$ cat config.mk
export PLATFORM = sky130hd
export DESIGN_NAME = channels_encoder
export DESIGN_NICKNAME = d
export VERILOG_FILES = /design/src/rtl/channels_encoder.sv
export SDC_FILE = /design/constraint.sdc
export NUM_CORES = 1
export LEC_CHECK = 0
export CAP_MARGIN = 5
export CELL_PAD_IN_SITES_DETAIL_PLACEMENT = 0
export CELL_PAD_IN_SITES_GLOBAL_PLACEMENT = 1
export CORE_MARGIN = 5
export CORE_UTILIZATION = 40
export CTS_BUF_LIST = sky130_fd_sc_hd__clkbuf_16
export DETAILED_ROUTE_END_ITERATION = 6
export HOLD_SLACK_MARGIN = 0.08
export MAX_ROUTING_LAYER = met4
export PLACE_DENSITY = 0.83
export SLEW_MARGIN = 15
export SYNTH_ARGS = -nofsm -noshare
export SYNTH_HDL_FRONTEND = slang
export SYNTH_SLANG_ARGS = --single-unit
$ cat constraint.sdc
create_clock -name i_clk -period 3 [get_ports i_clk]
set_input_delay 0.75 -clock i_clk [delete_from_list [all_inputs] [get_ports i_clk]]
set_output_delay 0.75 -clock i_clk [all_outputs]
set_load 0.05 [all_outputs]
$ cat src/rtl/channels_encoder.sv
// Multi-channel RC-style PWM generator. Signed commands are double-buffered
// behind a valid/ready handshake and take effect only at frame boundaries.
module channels_encoder #(
  parameter int K_NCHAN  = 4,
  parameter int K_RES    = 10,
  parameter int K_PERIOD = 2000
) (
  input  logic                       i_clk,
  input  logic                       i_rst_n,
  input  logic                       i_timebase,
  input  logic                       i_enable,
  input  logic [K_NCHAN-1:0]         i_polarity,
  input  logic [K_NCHAN*K_RES-1:0]   i_values,
  input  logic                       i_valid,
  output logic                       o_ready,
  output logic [K_NCHAN-1:0]         o_channels,
  output logic                       o_frame_start,
  output logic                       o_running
);

  localparam int CW = $clog2(K_PERIOD);
  localparam logic [CW-1:0] LAST_TICK = CW'(K_PERIOD - 1);
  localparam logic [0:0] S_IDLE = 1'b0;
  localparam logic [0:0] S_RUN  = 1'b1;

  // A frame must be long enough to hold the widest possible pulse.
  if (K_PERIOD <= 2**K_RES) begin : g_period_check
    $error("channels_encoder: K_PERIOD must exceed 2**K_RES");
  end

  logic [0:0]               state_q, state_d;
  logic [CW-1:0]            frame_cnt_q, frame_cnt_d;
  logic [K_NCHAN*K_RES-1:0] pending_q, pending_d;
  logic                     pending_valid_q, pending_valid_d;
  logic [K_NCHAN*K_RES-1:0] active_q, active_d;
  logic [K_NCHAN-1:0]       channels_q, channels_d;
  logic                     frame_start_q, frame_start_d;
  logic                     running_q, running_d;
  logic                     fs_evt;
  logic [K_NCHAN-1:0]       pulse;

  always_comb begin
    state_d         = state_q;
    frame_cnt_d     = frame_cnt_q;
    pending_d       = pending_q;
    pending_valid_d = pending_valid_q;
    active_d        = active_q;
    running_d       = running_q;
    fs_evt          = 1'b0;
    case (state_q)
      S_IDLE: begin
        frame_cnt_d = '0;
        running_d   = 1'b0;
        if (i_enable && i_timebase) begin
          state_d   = S_RUN;
          running_d = 1'b1;
          fs_evt    = 1'b1;
        end
      end
      default: begin
        if (i_timebase) begin
          if (frame_cnt_q == LAST_TICK) begin
            frame_cnt_d = '0;
            if (i_enable) begin
              fs_evt = 1'b1;
            end else begin
              state_d   = S_IDLE;
              running_d = 1'b0;
            end
          end else begin
            frame_cnt_d = frame_cnt_q + CW'(1);
          end
        end
      end
    endcase
    // The frame-start transfer takes priority; a write in that cycle is refused.
    if (fs_evt && pending_valid_q) begin
      active_d        = pending_q;
      pending_valid_d = 1'b0;
    end else if (i_valid && !pending_valid_q) begin
      pending_d       = i_values;
      pending_valid_d = 1'b1;
    end
  end

  for (genvar gi = 0; gi < K_NCHAN; gi++) begin : g_pulse
    logic [K_RES-1:0] code;
    assign code = {~active_d[gi*K_RES + K_RES-1], active_d[gi*K_RES +: K_RES-1]};
    assign pulse[gi] = (frame_cnt_d < CW'(code));
  end

  always_comb begin
    frame_start_d = fs_evt;
    channels_d    = i_polarity;
    if (state_d == S_RUN) begin
      channels_d = i_polarity ^ pulse;
    end
  end

  always_ff @(posedge i_clk or negedge i_rst_n) begin
    if (!i_rst_n) begin
      state_q         <= S_IDLE;
      frame_cnt_q     <= '0;
      pending_q       <= '0;
      pending_valid_q <= 1'b0;
      active_q        <= '0;
      channels_q      <= '0;
      frame_start_q   <= 1'b0;
      running_q       <= 1'b0;
    end else begin
      state_q         <= state_d;
      frame_cnt_q     <= frame_cnt_d;
      pending_q       <= pending_d;
      pending_valid_q <= pending_valid_d;
      active_q        <= active_d;
      channels_q      <= channels_d;
      frame_start_q   <= frame_start_d;
      running_q       <= running_d;
    end
  end

  assign o_ready       = ~pending_valid_q;
  assign o_channels    = channels_q;
  assign o_frame_start = frame_start_q;
  assign o_running     = running_q;

endmodule

==> Word level (Yosys, flattened, before mapping) <==
Index checks and enable logic that the tools add are counted.
{ "word_totals": {"ff_bits": 99, "output_inout_bits": 7, "word_cells": 50, "in_bits": 49} }
{ "op_classes": {"eq_ne": 4, "bitwise": 7, "muxes": 19, "reduce_logical": 7, "addsub": 1, "magnitude_cmp": 4} }
{ "op_table": {"columns": ["op", "n"], "rows": [
  ["11-bit by 10-bit less-than comparator with 1-bit output", 4],
  ["40-bit 2-to-1 mux", 1],
  ["11-bit 2-to-1 mux", 3],
  ["1-bit 2-to-1 mux", 14],
  ["11-bit by 1-bit adder with 11-bit output, second input constant", 1],
  ["11-bit == test, second input constant", 1],
  ["1-bit NOT", 6],
  ["4-bit 2-to-1 mux", 1],
  ["2-bit inequality test, second input constant", 2],
  ["4-bit XOR", 1],
  ["1-bit logical AND", 3],
  ["3-bit AND reduction", 1],
  ["2-bit by 1-bit inequality test with 1-bit output, second input constant", 1],
  ["2-bit AND reduction", 1],
  ["2-bit nonzero test", 1],
  ["1-bit logical NOT", 1]
]} }

==> Depth between registers and ports, before layout <==
{ "depth": {"depth_word": 10, "mapped_depth": 14, "mapped_depth_nobuf": 13} }

==> Worst setup path before layout <==
No wires, ideal clock.
{ "synth_timing": {"path_kind": "input to register", "from": "input port i_timebase", "to": "register channels_q[1] (netlist: o_channels[1])", "arrival_time_ns": 3.342, "required_ns": 2.875, "setup_time_ns": 0.125, "slack_ns": -0.467, "cell_stages": 13, "n_path_buf": 2, "cell_sequence": "buf_2 > nand4_1 > or2_2 > clkbuf_1 > o21ai_1 > nor2_1 > ha_1 > a21oi_1 > a21boi_0 > o311a_1 > o21ai_0 > o2111ai_1 > xnor2_1"} }
{ "synth_via": {"elab_cells_between_ends": 14, "classes_between": "order compare (1); mux (9); bitwise (2); reduce/logical (2)"} }
{ "synth_lines": {"columns": ["item", "line_no", "source"], "rows": [
  ["from (decl)", "10", "input logic i_timebase,"],
  ["11-bit 2-to-1 mux", "61", "if (i_timebase) begin"],
  ["11-bit 2-to-1 mux", "50", "case (state_q)"],
  ["named net frame_cnt_d[5]", "32", "logic [CW-1:0] frame_cnt_q, frame_cnt_d;"],
  ["11-bit by 10-bit less-than comparator with 1-bit output", "89", "assign pulse[gi] = (frame_cnt_d < CW'(code));"],
  ["4-bit XOR", "96", "channels_d = i_polarity ^ pulse;"],
  ["4-bit 2-to-1 mux", "95", "if (state_d == S_RUN) begin"],
  ["named net channels_d[1]", "36", "logic [K_NCHAN-1:0] channels_q, channels_d;"],
  ["to (signal assigned)", "116", "channels_q <= channels_d;"],
  ["to (decl)", "36", null]
]} }
The timed path passes the listed nets, and every way through them passes these cells.
A chain may end at the register's enable or synchronous reset.

==> Final worst setup path <==
{ "layout_timing": {"from": "register frame_cnt_q[5]", "to": "register channels_q[0] (netlist: o_channels[0])"} }
{ "layout_via": {"elab_chain_cells": 10, "elab_cells_between_ends": 17, "classes_between": "add/sub (1); order compare (1); eq/ne (1); mux (11); bitwise (2); reduce/logical (1)"} }
{ "layout_rtl": {"columns": ["item", "line_no", "source"], "rows": [
  ["from (decl)", "32", null],
  ["from (signal assigned)", "112", "frame_cnt_q <= frame_cnt_d;"],
  ["branches (longest 9 deep; another with 11-bit by 1-bit adder with 11-bit output)", null, null],
  ["4-bit 2-to-1 mux (*)", "95", null],
  ["named net channels_d[0]", "36", null]
]} }
Mark *: on every way through the listed nets, which the timed path passes.

==> reports/qor.log <==
INFO  sta            slew-limit-headroom=54.2%
INFO  global_route   first_global_vias=3,800
INFO  clock_network  cts_made_buffers=9
INFO  final_layout   drive_gt1_share=31.4%
INFO  pwr            worst_case_vdd_ir_drop=0.372mV
INFO  final_layout   design_area=6760µm²
INFO  route          first_pass_iteration_count_of_the_detailed_router=4
INFO  global_route   grt_use_total=17.5%
INFO  synth          postSynthRegisterBits=99
INFO  synth          synth.yosys.seq_area_share=51.5%
INFO  synth          post_synth_instance_area=4810µm²
INFO  global_route   global_route_wire_length_before_repair=18,900µm
INFO  sta            finalCriticalPeriod=3010ps
INFO  clock_network  cts.sink_count=99
INFO  outcome        run_status=complete, but fails checks
INFO  synth          post-synth-top-area-fraction=51.5%
INFO  sta            fin_worst_skew=8.16ps
INFO  synth          synthesis.nets=496
INFO  job            drv_cap=0
INFO  placement      port-buffer-count=55
INFO  global_route   initial_antenna_violation_count=0
INFO  floorplanning  fp.dieArea=14,300µm²
INFO  critical_path  critPathCaptureType=register
INFO  final_layout   n_fill_cell=1,010
INFO  final_layout   most_frequent_cells_in_the_layout=dfrtp_1 (99), clkdlybuf4s50_1 (53), buf_4 (44)
INFO  clock_network  postCtsHoldBufs=0
INFO  sta            final_setup_violation_count=4
INFO  final_layout   final_common_cell=dfrtp_1
INFO  global_route   maximum_number_of_pins_on_one_net_before_global_route_repair=54
INFO  critical_path  worstPathRequired=3240ps
INFO  route          routed_vias=3,426
INFO  pwr            leakagePower=0.00327µW
INFO  critical_path  setup.worst_path.class=register to register
INFO  sta            tightestPinTransition=687ps
INFO  floorplanning  initial_utilization=40.4%
INFO  placement      dp_slack=-589ps
INFO  placement      dpl_cell_area=6060µm²
INFO  route          detail_route.iter0.violations=171
INFO  synth          postSynthCellCount=410
INFO  synth          yosys.area.top_type=dfrtp_1
INFO  global_route   global_route.overflow_total=0
INFO  sta            max_freq=0.332GHz
INFO  final_layout   antenna_cells=0
INFO  pwr            powerDensity=798nW/µm²
INFO  clock_network  worst_setup_hold_path_clk_slew=70ps
INFO  clock_network  h-tree-depth=3
INFO  sta            final_critical_path_setup_slack=-14.9ps
INFO  clock_network  cts-root-buf=clkbuf_16
INFO  final_layout   final_nets=604
INFO  floorplanning  std_cell_rows=40
INFO  floorplanning  ioPinCount=56
INFO  critical_path  critical_path.startpoint_type=register
INFO  clock_network  tritoncts=built
INFO  synth          syn_avg_cell_area=11.7µm²
INFO  floorplanning  standard_cell_core_area=11,900µm²
INFO  final_layout   fin_util=56.7%
INFO  pwr            power.total=5390µW
INFO  floorplanning  die_w=120µm
INFO  critical_path  critical_path.max_fanout=6
INFO  outcome        violations=setup timing
INFO  critical_path  worst_path_arrival=3260ps
INFO  clock_network  cts-root-to-sink-buffers=2
INFO  synth          synth.lib_cells_used.distinct=43
INFO  route          finalWirelength=11,200µm
INFO  route          drt-wirelength-per-cell=16.7µm
INFO  synth          ys.warnings.count=0
INFO  sta            finalSetupTns=-31.3ps
INFO  placement      finalWeightedCongestion=0.830
INFO  route          routed_via_density=5.12
INFO  sta            slew_violations=0
INFO  placement      place_hpwl=7900µm
INFO  sta            final_min_period_over_clock_period=100%
INFO  route          drt.antenna.violating_nets=0
INFO  route          drt_drc_violations_left=0
INFO  floorplanning  die_h=120µm
INFO  sta            final_hold_viol_count=0
INFO  sta            rsz_0062_raised_after_global_routing=true
INFO  clock_network  insertion_delay=350ps
INFO  final_layout   layout_area_growth_over_synthesis=40.3%
INFO  hold_path      hold_path_class=primary input to asynchronous set/reset pin
INFO  synth          netlist_top_cells_area=dfrtp_1 (51%), ha_1 (9.6%), mux2_2 (9.1%)
==> final timing paths <==
kind,to,startpoint,depth (start not counted),slack (ps)
max in group asynchronous,active_q[23],i_rst_n,2,1890
min in group i_clk,active_q[39],active_q[39],2,480
max,o_channels[0],frame_cnt_q[5],13,-10
min reg2reg,active_q[39],active_q[39],2,480
min,pending_q[39],i_rst_n,1,440
max reg2reg,o_channels[0],frame_cnt_q[5],13,-10
==> cell usage after synthesis <==
| library cell | count |
|---|---|
| a211o_1 | 1 |
| a21boi_0 | 5 |
| a21o_1 | 4 |
| a21oi_1 | 10 |
| a31oi_1 | 1 |
| a41oi_1 | 1 |
| and2_1 | 1 |
| and3_1 | 1 |
| buf_2 | 5 |
| buf_6 | 1 |
| clkbuf_1 | 9 |
| dfrtp_1 | 99 |
| ha_1 | 37 |
| inv_1 | 37 |
| mux2_2 | 39 |
| mux2i_1 | 33 |
| nand2_1 | 32 |
| nand3_1 | 11 |
| nand4_1 | 9 |
| nand4_2 | 1 |
| nor2_1 | 19 |
| nor2b_1 | 3 |
| nor3_1 | 3 |
| nor3b_4 | 1 |
| nor4_1 | 1 |
| o2111ai_1 | 3 |
| o21a_1 | 3 |
| o21ai_0 | 10 |
| o21ai_1 | 1 |
| o21bai_1 | 1 |
| o22ai_1 | 1 |
| o311a_1 | 4 |
| o311ai_0 | 1 |
| o311ai_1 | 1 |
| o31a_1 | 1 |
| o31ai_4 | 1 |
| o41ai_1 | 1 |
| or2_2 | 1 |
| or3_1 | 2 |
| or3b_2 | 1 |
| or3b_4 | 1 |
| xnor2_1 | 9 |
| xor2_1 | 4 |
==> cell families (layout without fill, tap and decap cells) <==
family	after synthesis	after routing	share of synthesized area [%]
DFF	99	99	51.5
muxes	72	72	16.0
AOI/OAI and AO/OA	50	50	7.38
and+or+nand+nor	87	87	8.84
buffers and inverters	52	164	4.34
xor gates and xnor gates	13	13	2.37
adders and majority gates	37	37	9.62
==> metrics by stage <==
step                cells  hold WS (ps)
floorplan             410           444
global placement      642           459
detailed placement    642           464
CTS                   666           452
global route          669           494
finish                669           438
==> power by group <==
| part | switching (µW) | internal [µW] |
|---|---|---|
| registers | 310 | 1760 |
| logic | 977 | 1100 |
| clock network | 513 | 729 |
==> flip-flops by register name, summed over array words and instances (netlist names) <==
name,count
o_frame_start,1
o_channels,4
state_q,1
frame_cnt_q,11
o_running,1
pending_valid_q,1
active_q,40
pending_q,40
==> layout make-up <==
cell class	count	area, µm²	area share (%)
multi-input cells	259	2500	37.1
flip-flops and latches	99	2480	36.7
repair buffers	112	1140	16.8
clock buffers	9	225	3.33
well taps	147	184	2.72
inverters	37	139	2.06
clock inverters	6	88.8	1.32
==> critical path: stages, from the launching register on <==
cell     delay, ps
dfrtp_1        380
or3b_4         420
o31ai_4        230
nand4_4        150
buf_6          170
buf_12         140
mux2i_2        230
ha_1           290
a21oi_1        150
nor2_1          50
o311a_1        300
o21ai_1        140
nand4_1        110
xnor2_1        140
==> what timing repair did <==
item / 4_1_cts / 5_1_grt
endpoints found under the setup margin: 4 / 4
setup buffers: 6 / 3
cloned: 3 / 0
pin swaps: 21 / 3
gates resized for setup: 37 / 12
==> per-layer routing <==
layer | up-vias | track usage [%] | wire, µm | share of wire [%]
li1 | 1658 | - | - | -
met1 | 1667 | 21.5 | 4790 | 43
met2 | 77 | 28.2 | 5510 | 49
met3 | 24 | 4.15 | 562 | 5.0
met4 | 0 | 6.59 | 333 | 3.0
met5 | - | - | 0 | 0
Power figures use the tool's default switching activity.
